**src/rtl/dm_pkg.sv**
```systemverilog
// dm_pkg: shared FSM state and access-type codes for the data-memory access controller
package dm_pkg;
    typedef enum logic [1:0] {IDLE, REQ, DONE} state_t;
    localparam logic [1:0] MT_WORD = 2'b00;
    localparam logic [1:0] MT_HALF = 2'b01;
    localparam logic [1:0] MT_BYTE = 2'b10;
endpackage

```
**src/rtl/dm_lane_align.sv**
```systemverilog
// dm_lane_align: little-endian byte-lane alignment for stores and extraction/extension for loads
//   typ_i   access type (MT_*; 2'b11 behaves as word)
//   off_i   byte offset within the word
//   sign_i  sign-extend half/byte loads
//   sdata_i store data before lane replication
//   rdata_i read word from memory
//   be_o    byte enables, bit k = byte k
//   wdata_o lane-replicated store data
//   ldata_o aligned and extended load value
module dm_lane_align
    import dm_pkg::*;
(
    input  logic [1:0]  typ_i,
    input  logic [1:0]  off_i,
    input  logic        sign_i,
    input  logic [31:0] sdata_i,
    input  logic [31:0] rdata_i,
    output logic [3:0]  be_o,
    output logic [31:0] wdata_o,
    output logic [31:0] ldata_o
);
    logic [31:0] sh;
    logic        is_b, is_h;
    assign is_b = typ_i == MT_BYTE;
    assign is_h = typ_i == MT_HALF;
    assign sh = rdata_i >> {off_i, 3'b000};
    assign be_o = is_b ? 4'b0001 << off_i : is_h ? (off_i[1] ? 4'b1100 : 4'b0011) : 4'b1111;
    assign wdata_o = is_b ? {4{sdata_i[7:0]}} : is_h ? {2{sdata_i[15:0]}} : sdata_i;
    assign ldata_o = is_b ? {{24{sign_i & sh[7]}}, sh[7:0]}
                   : is_h ? {{16{sign_i & sh[15]}}, sh[15:0]} : rdata_i;
endmodule

```
**src/rtl/dm_access_ctrl.sv**
```systemverilog
// dm_access_ctrl: sequences M-stage loads/stores onto a req/ack memory port with stall and timeout
//   clk_i/rst_ni           clock, async active-low reset
//   m_*_i, w_trans_i       M-stage access request and store-data sources
//   fwd_sel_i              1 = store w_trans_i, 0 = store m_r2_i
//   stall_o, addr_exc_o    pipeline freeze and misalignment flag (combinational)
//   mem_*_o, mem_*_i       registered memory request / completion
//   load_data_o            extracted load result
//   load_valid_o/bus_err_o one-cycle pulses in DONE
module dm_access_ctrl
    import dm_pkg::*;
#(
    parameter int TIMEOUT_CYC = 255,
    parameter int CNT_W       = 8
) (
    input  logic        clk_i,
    input  logic        rst_ni,
    input  logic        m_valid_i,
    input  logic        m_we_i,
    input  logic [1:0]  m_type_i,
    input  logic        m_sign_i,
    input  logic [31:0] m_addr_i,
    input  logic [31:0] m_r2_i,
    input  logic [31:0] w_trans_i,
    input  logic        fwd_sel_i,
    output logic        stall_o,
    output logic        addr_exc_o,
    output logic        mem_req_o,
    output logic        mem_we_o,
    output logic [31:0] mem_addr_o,
    output logic [31:0] mem_wdata_o,
    output logic [3:0]  mem_be_o,
    input  logic        mem_ack_i,
    input  logic [31:0] mem_rdata_i,
    output logic [31:0] load_data_o,
    output logic        load_valid_o,
    output logic        bus_err_o
);
    state_t           state_q;
    logic [CNT_W-1:0] cnt_q;
    logic [1:0]       off_q, typ_q;
    logic             sign_q, req_q, we_q, lv_q, err_q;
    logic [31:0]      addr_q, wdata_q, ldata_q;
    logic [3:0]       be_q;
    logic             idle, mis, accept, timeout;
    logic [3:0]       be;
    logic [31:0]      wdata, ldata;

    assign idle    = state_q == IDLE;
    assign mis     = m_type_i == MT_HALF ? m_addr_i[0] : m_type_i == MT_BYTE ? 1'b0 : |m_addr_i[1:0];
    assign accept  = idle & m_valid_i & !mis;
    assign timeout = cnt_q == CNT_W'(TIMEOUT_CYC - 1);

    assign addr_exc_o   = idle & m_valid_i & mis;
    assign stall_o      = accept | (state_q == REQ);
    assign mem_req_o    = req_q;
    assign mem_we_o     = we_q;
    assign mem_addr_o   = addr_q;
    assign mem_wdata_o  = wdata_q;
    assign mem_be_o     = be_q;
    assign load_data_o  = ldata_q;
    assign load_valid_o = lv_q;
    assign bus_err_o    = err_q;

    // One aligner serves both directions: live M-stage fields while IDLE
    // (store alignment), latched fields while REQ (load extraction).
    dm_lane_align u_align (
        .typ_i   (idle ? m_type_i : typ_q),
        .off_i   (idle ? m_addr_i[1:0] : off_q),
        .sign_i  (idle ? m_sign_i : sign_q),
        .sdata_i (fwd_sel_i ? w_trans_i : m_r2_i),
        .rdata_i (mem_rdata_i),
        .be_o    (be),
        .wdata_o (wdata),
        .ldata_o (ldata)
    );

    always_ff @(posedge clk_i or negedge rst_ni) begin
        if (!rst_ni) begin
            state_q <= IDLE;
            cnt_q   <= '0;
            off_q   <= '0;
            typ_q   <= '0;
            sign_q  <= 1'b0;
            req_q   <= 1'b0;
            we_q    <= 1'b0;
            addr_q  <= '0;
            wdata_q <= '0;
            be_q    <= '0;
            ldata_q <= '0;
            lv_q    <= 1'b0;
            err_q   <= 1'b0;
        end else begin
            case (state_q)
                IDLE: if (accept) begin
                    state_q <= REQ;
                    req_q   <= 1'b1;
                    we_q    <= m_we_i;
                    addr_q  <= {m_addr_i[31:2], 2'b00};
                    be_q    <= be;
                    wdata_q <= wdata;
                    off_q   <= m_addr_i[1:0];
                    typ_q   <= m_type_i;
                    sign_q  <= m_sign_i;
                    cnt_q   <= '0;
                end
                REQ: if (mem_ack_i) begin
                    state_q <= DONE;
                    req_q   <= 1'b0;
                    ldata_q <= ldata;
                    lv_q    <= !we_q;
                end else if (timeout) begin
                    state_q <= DONE;
                    req_q   <= 1'b0;
                    ldata_q <= '0;
                    err_q   <= 1'b1;
                end else begin
                    cnt_q <= cnt_q + 1'b1;
                end
                DONE: begin
                    state_q <= IDLE;
                    lv_q    <= 1'b0;
                    err_q   <= 1'b0;
                end
                default: state_q <= IDLE;
            endcase
        end
    end
endmodule

```
**config.mk**
```make
export PLATFORM = sky130hd
export DESIGN_NAME = dm_access_ctrl
export DESIGN_NICKNAME = d
export VERILOG_FILES = /design/src/rtl/dm_pkg.sv /design/src/rtl/dm_lane_align.sv /design/src/rtl/dm_access_ctrl.sv
export SDC_FILE = /design/constraint.sdc
export NUM_CORES = 1
export LEC_CHECK = 0
export CAP_MARGIN = 25
export CORE_MARGIN = 2
export CORE_UTILIZATION = 40
export CTS_CLUSTER_DIAMETER = 40
export DETAILED_ROUTE_END_ITERATION = 6
export GPL_ROUTABILITY_DRIVEN = 0
export HOLD_SLACK_MARGIN = 0.05
export PLACE_DENSITY = 0.75
export RECOVER_POWER = 50
export SLEW_MARGIN = 20
export SYNTH_ARGS = -nofsm -noshare
export SYNTH_HDL_FRONTEND = slang
export SYNTH_SLANG_ARGS = --single-unit
```
**constraint.sdc**
```tcl
create_clock -name clk_i -period 4.7 [get_ports clk_i]
set_input_delay 1.175 -clock clk_i [delete_from_list [all_inputs] [get_ports clk_i]]
set_output_delay 1.175 -clock clk_i [all_outputs]
set_load 0.01 [all_outputs]
```
# [Word level (Yosys, flattened, before mapping)]
# Index checks and enable logic that the tools add are counted.
# W data, S select, Z words.
[word_totals] reg_bits=117 input_bits=137 out_inout_bits=106 word_cells=81
[classes] n_addsub=1 eq_ne=13 shift=2 n_mux=32 n_bitwise=6 n_reduce_logical=14
[ops] cell="$mux W32" n=7
[ops] cell="$shr A32 B5 Y16" n=1
[ops] cell="$mux W8" n=3
[ops] cell="$pmux W8 S2" n=1
[ops] cell="$mux W4" n=3
[ops] cell="$mux W2" n=5
[ops] cell="$mux W1" n=9
[ops] cell="$add A8 B1 Y8 const B" n=1
[ops] cell="$eq A8 B8 Y1 const B" n=1
[ops] cell="$ne A2 B2 Y1 const B" n=4
[ops] cell="$reduce_and A2 Y1" n=4
[ops] cell="$eq A2 B1 Y1 const B" n=3
[ops] cell="$eq A2 B2 Y1 const B" n=3
[ops] cell="$pmux W1 S2" n=3
[ops] cell="$reduce_and A3 Y1" n=2
[ops] cell="$reduce_bool A2 Y1" n=3
[ops] cell="$and A1 B1 Y1" n=5
[ops] cell="$pmux W2 S2" n=1
[ops] cell="$reduce_and A4 Y1" n=1
[ops] cell="$shl A1 B2 Y4 const A" n=1
[ops] cell="$ne A3 B3 Y1 const B" n=1
[ops] cell="$logic_not A1 Y1" n=2
[ops] cell="$logic_not A2 Y1" n=1
[ops] cell="$ne A2 B1 Y1 const B" n=1
[ops] cell="other kinds (2)" n=2

# [Longest topological paths before layout]
# Gate-level depths: netlist of run 1.
[logic_depth] ltp_word=7 depth_mapped=9 depth_no_buf=7

# [Cells and area by module]
# Synthesis of run 1 repeated with hierarchy kept, for this count alone.
[hier_totals] cells_unflattened=567 hier_area_um2=6352.3
[by_module_without_submodules] module="dm_access_ctrl" n_inst=1 cells_each=345 area_per_inst_um2=4978.5
[by_module_without_submodules] module="dm_lane_align" n_inst=1 cells_each=222 area_per_inst_um2=1373.8

# [Worst setup path after synthesis of run 1]
# Ideal clock, no wire load.
[synth_timing] path_kind="input -> output" start="in m_type_i[1]" end="out stall_o" t_arrival_ns=2.268 t_required_ns=3.525 setup_slack_ns=1.257 stages=6 n_path_buf=2 path_cell_list="nand2b_1 a21oi_1 o21bai_1 clkbuf_1 clkbuf_1 nand2_1"
[synth_between] elab_chain_cells=6 word_cells_on_any_way=7 classes_between="eq/ne: 2; mux: 2; bitwise: 2; reduce/logical: 1"
[synth_lines] element="start: declaration" line_no="dm_access_ctrl.sv:19" rtl="input logic [1:0] m_type_i,"
[synth_lines] element="$eq A2 B2 Y1" line_no="dm_access_ctrl.sv:49" rtl="assign mis = m_type_i == MT_HALF ? m_addr_i[0] : m_type_i == MT_BYTE ? 1'b0 : |m_addr_i[1:0];"
[synth_lines] element="$mux W1" line_no="dm_access_ctrl.sv:49"
[synth_lines] element="$mux W1 (*)" line_no="dm_access_ctrl.sv:49"
[synth_lines] element="$logic_not A1 Y1 (*)" line_no="dm_access_ctrl.sv:50" rtl="assign accept = idle & m_valid_i & !mis;"
[synth_lines] element="$and A1 B1 Y1 (*)" line_no="dm_access_ctrl.sv:50"
[synth_lines] element="$or A1 B1 Y1 (*)" line_no="dm_access_ctrl.sv:54" rtl="assign stall_o = accept | (state_q == REQ);"
[synth_lines] element="end: declaration" line_no="dm_access_ctrl.sv:25" rtl="output logic stall_o,"
# Mark *: on every way between the ends. The rest lies on a longest branch, timed or not.

# [Final worst setup path of run 1]
# Same ends and word-level chain as after synthesis.

==> impl_results.md, run 1 <==
* CTS H-Tree Depth at 4
* CTS Hold Bufs at 0
* CP endpoint kind: output port
* Non-filler cells, final at 1104
* Row cnt at 45
* Post-synth top area share at 0.4753
* Layout cells sized above 1 at 0.1005
* CP required at 3.52 ns
* Final period utilization at 0.8893
* Type of the worst min-delay path: reg -> reg
* Leading cell types in the layout, fill and taps excluded: nand2_1 (225), clkdlybuf4s50_1 (187), dfrtp_1 (117)
* Starting Density at 0.4067
* Worst-margin pin slew at about 1.7 ns
* Min Clock Period, post-route at around 4.2 ns
* TritonCTS Buffers at 17
* Yosys top cell by area: dfrtp_1
* Die Y at 128.1 um
* Most common cell after layout, fill and taps aside: nand2_1
* Overflow left after global routing at 0
* Dpl cell area at 8662 um^2
* Setup ws final at 0.5203 ns
* Clock input transition at the sequential cells of the worst setup and hold paths at 0.05 ns
* Synth area leaders: dfrtp_1 (48%), nand2_1 (14%), o21ai_0 (4.2%)
* Maximum capacitance violations at 2
* Final wirelength at 19030 um
* Distinct cells, synth at 60
* Vias in the first global route at between 5k and 6k
* Synthesized area at 6160 um^2
* Clock Path Buffers at 2
* TritonCTS sink count at 117
* Clk_skew at 0.006351 ns
* Top Ports at approximately 240
* Syn Area/Cell at just over 9 um^2
* Max IR drop VDD at 272.1 uV
* Seq cells post-synth at approximately 120
* Async SR Flop Fraction at 1.000
* Core Region at 15150 um^2
* Outcome: finished, violations left
* Endpoints failing setup at 0
* Post-Synthesis Cells at 673
* Hold Path Origin: mem_wdata_o[10]$_DFFE_PN0P_
* # port buffers at 240
* First-pass GRT wire length at 29880 um
* Top_reg_cell synth: dfrtp_1
* Die area at 16410 um^2
* Placed Cells at 1071
* Largest net degree at the start of global routing at 93
* Detailed Route Iter0 Violations at approximately 450
* Fill cells at 1298
* Sequential fraction of the synthesis area at 0.4753
* CTS root buf: clkbuf_16
* Pleak at 0.004230 uW
* Post-layout net count at about 1.0k
* Failing checks: capacitance limit, slew limit
* Antenna violations before repair at 0
* Number of synthesized flops with an enable pin at 0
* FF+latch area at 2928 um^2
* Critical path type: in -> out
* Maximum fanout along the worst path at 4
* Slew headroom at -0.1350
* Wire per inst at 17.23 um
* RR Startpoint: state_q[0]$_DFFE_PN0P_
* Postcts setup bufs at 0
* Gr usage total at 0.2362
* Placement Setup Slack at 0.5234 ns
* DP HPWL at roughly 14000 um
* CTS resizes at 0
* Fin area at 9264 um^2
* Power Density at just over 500 nW/um^2
* Total power draw at 4759 uW
* Highest Clock Rate at ~0.24 GHz
* Yosys warns at 0
* Drt pass-1 iters at 5
* Post-route ant nets at 0
* Drt drc at 0
* CP arrival at approximately 3 ns
* Final hold violations at 0
* Post-route setup TNS at 0 ns
* Crit path launch: m_type_i[1]
* Pins Over Slew Limit at 97
* Total number of vias at just under 6k
* Die width at 128.1 um
* Startpoint Class: input port
* Synthesis-to-layout area growth at 50.40%
* Unrepaired setup endpoints after global routing: no
* Multi-input gate area at 2962 um^2
* CTS tree: done
* Clk_lat worst skew at a little over 0.4 ns
* Vias per cell at between 5 and 6
critical path, cell delays in order:
cell and delay, ns:
clkdlybuf4s50_1 0.47, nand2b_1 0.22, a21oi_1 0.40, o21bai_4 0.09
nand2_1 0.11, clkdlybuf4s50_1 0.54
sequential cells by signal, indices dropped and copies added, names as in the netlist, 2 cells and up:
register     cells
load_data_o     32
mem_addr_o      30
mem_wdata_o     32
off_q            2
state_q          2
cnt_q            8
typ_q            2
mem_be_o         4
synthesized netlist by cell type (all sizes together) (10+ instances only):
| cell type | instances |
|---|---|
| clkbuf | 28 |
| nor2 | 44 |
| o31ai | 19 |
| a221oi | 10 |
| mux2i | 23 |
| nand3 | 10 |
| o21ai | 58 |
| a21oi | 14 |
| inv | 13 |
| nand2 | 226 |
| dfrtp | 117 |
| buf | 15 |
worst paths after layout:
path | to | slack [ns] | cells after the start
setup / recovery | stall_o | 0.52 | 6
hold / removal | mem_wdata_o[10]$_DFFE_PN0P_ | 0.46 | 2
setup reg to reg | load_data_o[20]$_DFFE_PN0P_ | 1.84 | 6
hold reg to reg | mem_wdata_o[10]$_DFFE_PN0P_ | 0.46 | 2
max in group asynchronous | mem_be_o[0]$_DFFE_PN0P_ | 1.36 | 2
min in group asynchronous | load_data_o[0]$_DFFE_PN0P_ | 1.19 | 1
through the flow:
step	hold slack, ns	util
2_1_floorplan	0.4626	-
3_3_place_gp	0.4500	0.5712
3_5_place_dp	0.4590	0.5719
4_1_cts	0.4708	0.6121
5_1_grt	0.4815	0.6115
6_report	0.4575	0.6116
report_power, final:
| part | leakage [uW] | switching, uW | internal, uW |
|---|---|---|---|
| clock | 0.000287 | 461 | 857 |
| sequential | 0.00147 | 228 | 1370 |
| combinational | 0.00247 | 912 | 934 |
| total | 0.00423 | 1600 | 3160 |
cell type report:
class	instances	share of cell area
antenna	1	0.0002701
sequential	117	0.3160
tap	188	0.02539
inverter	13	0.005267
clock inverter	13	0.01688
timing repair buffer	252	0.2676
multi-input combinational	501	0.3197
clock buffer	19	0.04889
kinds of logic after synthesis:
kind of cell             after synthesis  share of synthesized area
flip-flops                           117                     0.4753
buffers and inverters                 56                    0.04753
multiplexers                          39                    0.08186
AND/OR/NAND/NOR                      315                     0.2151
adder cells (fa/ha/maj)                2                   0.004062
AO/OA/AOI/OAI                        135                     0.1641
other                                  1                  0.0006088
XOR/XNOR                               8                    0.01138
per-layer routing:
metal,GRT usage,up-vias,wire [um]
met5,0,-,0
met4,0.1002,0,431
met3,0.06511,32,1309
met2,0.3662,219,9083
met1,0.3121,2754,8202
li1,-,2792,-
Power figures use the tool's default switching activity.
==> inputs of run 2 (changes only) <==
REMOVE_ABC_BUFFERS = 1   (was not set)
==> run 2 against run 1 <==
The run still ends with capacitance limit, slew limit left. Global-route usage about the same. Via count increased by 0.29%. Worst hold slack about the same. Clock power increased by 7%. Maximum frequency about the same. Final cell count about the same. Design area increased by 0.39%. Critical endpoint unchanged. Largest cell class unchanged. Largest power group unchanged.
==> impl_results.md, run 2 (same netlist as run 1, synthesis figures left out) <==
* Outcome: finished, violations left (unchanged)
* Failing checks: capacitance limit, slew limit (unchanged)
* Placed Cells at 1071 (unchanged)
* Max IR drop VDD at 282.6 uV (was 272.1 uV)
* Top delay family on crit path: buffers and inverters (unchanged)
* Gr usage total at 0.2366 (was 0.2362)
* Wire per inst at 17.46 um (was 17.23 um)
* CTS resizes at 0 (unchanged)
* Switch share at 0.3299 (was 0.3364)
* Unrepaired setup endpoints after global routing: no (unchanged)
* Int Pwr at 3261 uW (was 3158 uW)
* Detailed Route Iter0 Violations at 416 (was 454)
* CP most frequent cell: clkdlybuf4s50_1 (unchanged)
* Endpoints failing setup at 0 (unchanged)
* Antenna violations before repair at 0 (unchanged)
* Clk_lat worst skew at 0.41 ns (about the same)
* Clock input transition at the sequential cells of the worst setup and hold paths at 0.05 ns (about the same)
* Die Y at 128.1 um (unchanged)
* Type of the worst min-delay path: reg -> reg (unchanged)
* Largest net degree at the start of global routing at 93 (unchanged)
* CTS tree: done (unchanged)
* Final core occ at 0.6140 (was 0.6116)
* Most common cell after layout, fill and taps aside: nand2_1 (unchanged)
* Drt drc at 0 (unchanged)
* CP required at 3.52 ns (about the same)
* Die area at 16410 um^2 (unchanged)
* Critical path depth at 6 (unchanged)
* Critical path type: in -> out (unchanged)
* Pins Over Slew Limit at 35 (was 97)
* Post-route ant nets at 0 (unchanged)
* Fin area at 9300 um^2 (was 9264 um^2)
* Clock share of power at 0.290 (was 0.277)
* Buf/Inv on CP at 2 (unchanged)
* Crit path cell chain: clkdlybuf4s50_1, nand2b_1, a21oi_1, o21bai_4, nand2_1, clkdlybuf4s50_1 (unchanged)
* CTS Hold Bufs at 0 (unchanged)
* FF+latch area at 2928 um^2 (unchanged)
* Fill cells at 1270 (was 1298)
* Min Clock Period, post-route at 4.178 ns (was 4.180 ns)
* Row cnt at 45 (unchanged)
* GR Util met1 at 0.2994 (was 0.3121)
* Sw Pwr at 1605 uW (was 1601 uW)
* R2R depth at 6 (unchanged)
* CP arrival at 3.00 ns (about the same)
* CP max-delay cell: clkdlybuf4s50_1 (unchanged)
* Hold Path Stages at 2 (unchanged)
* Highest Clock Rate at 0.2394 GHz (was 0.2393 GHz)
* Vias in the first global route at 5724 (was 5637)
* Total power draw at 4867 uW (was 4759 uW)
* DP HPWL at 13820 um (was 13840 um)
* GRT Max-Usage Layer: met2 (unchanged)
* Non-filler cells, final at 1103 (was 1104)
* Clock Path Buffers at 2 (unchanged)
* RR Startpoint: state_q[0]$_DFFE_PN0P_ (unchanged)
* Post-route setup TNS at 0 ns (unchanged)
* CTS root buf: clkbuf_16 (unchanged)
* CP endpoint kind: output port (unchanged)
* Overflow left after global routing at 0 (unchanged)
* Clk_skew at 0.009534 ns (was 0.006351 ns)
* Core Region at 15150 um^2 (unchanged)
* Layout cells sized above 1 at 0.09836 (was 0.1005)
* CTS H-Tree Depth at 4 (unchanged)
* Ant. Diodes at 0 (was 1)
* Dpl cell area at 8666 um^2 (was 8662 um^2)
* Postcts setup bufs at 0 (unchanged)
* Slew headroom at -0.03004 (was -0.1350)
* Final hold violations at 0 (unchanged)
* Hold Path Origin: mem_wdata_o[10]$_DFFE_PN0P_ (unchanged)
* TritonCTS sink count at 117 (unchanged)
* Worst reg2reg endpoint: load_data_o[26]$_DFFE_PN0P_ (was load_data_o[20]$_DFFE_PN0P_)
* Met2 Track Usage GR at 0.3923 (was 0.3662)
* Hold path endpoint: mem_wdata_o[10]$_DFFE_PN0P_ (unchanged)
* Drt pass-1 iters at 5 (unchanged)
* Leading cell types in the layout, fill and taps excluded: nand2_1 (225), clkdlybuf4s50_1 (188), dfrtp_1 (117) (was nand2_1 (225), clkdlybuf4s50_1 (187), dfrtp_1 (117))
* Maximum capacitance violations at 1 (was 2)
* Grt met3 use at 0.06010 (was 0.06511)
* First-pass GRT wire length at 30130 um (was 29880 um)
* Maximum fanout along the worst path at 4 (unchanged)
* Multi-input gate area at 2962 um^2 (unchanged)
* Top Ports at 243 (unchanged)
* Setup slack, reg-to-reg at 1.62 ns (was 1.84 ns)
* Total number of vias at 5814 (was 5797)
* Comb pwr share at 0.383 (was 0.388)
* Seq pwr share at 0.327 (was 0.335)
* CP peak stage delay at 0.53 ns (was 0.54 ns)
* Final period utilization at 0.8889 (was 0.8893)
* Vias per cell at 5.271 (was 5.251)
* Starting Density at 0.4067 (unchanged)
* # port buffers at 240 (unchanged)
* Startpoint Class: input port (unchanged)
* TritonCTS Buffers at 17 (unchanged)
* Die width at 128.1 um (unchanged)
* Post-layout net count at 1042 (was 1041)
* Pleak at 0.004248 uW (was 0.004230 uW)
* Worst-margin pin slew at 1.545 ns (was 1.703 ns)
* Power Density at 523.3 nW/um^2 (was 513.7 nW/um^2)
* Final wirelength at 19250 um (was 19030 um)
* Synthesis-to-layout area growth at 50.99% (was 50.40%)
[run 2: tightest hold or removal path, cell delays in order (launching register included)]
cell and delay [ns]:
dfrtp_1 0.33, nand2_1 0.05, nand2_1 0.05
[run 2: metrics by stage]
stage               setup WS, ns  hold slack, ns
floorplan                 -1.232          0.4626
global placement          0.5870          0.4482
detailed placement        0.5277          0.4542
CTS                       0.5198          0.4659
global route              0.4170          0.4781
finish                    0.5224          0.4570
[run 2: worst max-delay path by stage]
stage                          to         from
after floorplan           stall_o  m_type_i[1]
after global placement    stall_o  m_type_i[1]
after detailed placement  stall_o  m_type_i[1]
after CTS                 stall_o  m_type_i[1]
after global routing      stall_o  m_type_i[1]
final                     stall_o  m_type_i[1]
[run 2: area by class of cell]
cell class	count	share of cell area
tap	188	0.02529
inverter	13	0.005247
timing repair buffer	253	0.2671
clock buffer	23	0.05355
multi-input combinational	501	0.3184
clock inverter	8	0.01561
sequential	117	0.3148
[run 2: layer usage]
layer / vias to the layer above / share of wire
met2: 236 / 0.48
met5: - / 0
li1: 2780 / -
met1: 2766 / 0.43
met3: 32 / 0.074
met4: 0 / 0.022
[run 2: power by group through the flow]
stage	Combinational, uW	Clock (uW)	Sequential, uW
after global placement	1900	0	1600
after CTS	1940	1430	1600
final	1860	1410	1590
after floorplan	672	0	1750
after detailed placement	1930	0	1620
after global routing	2030	1490	1640
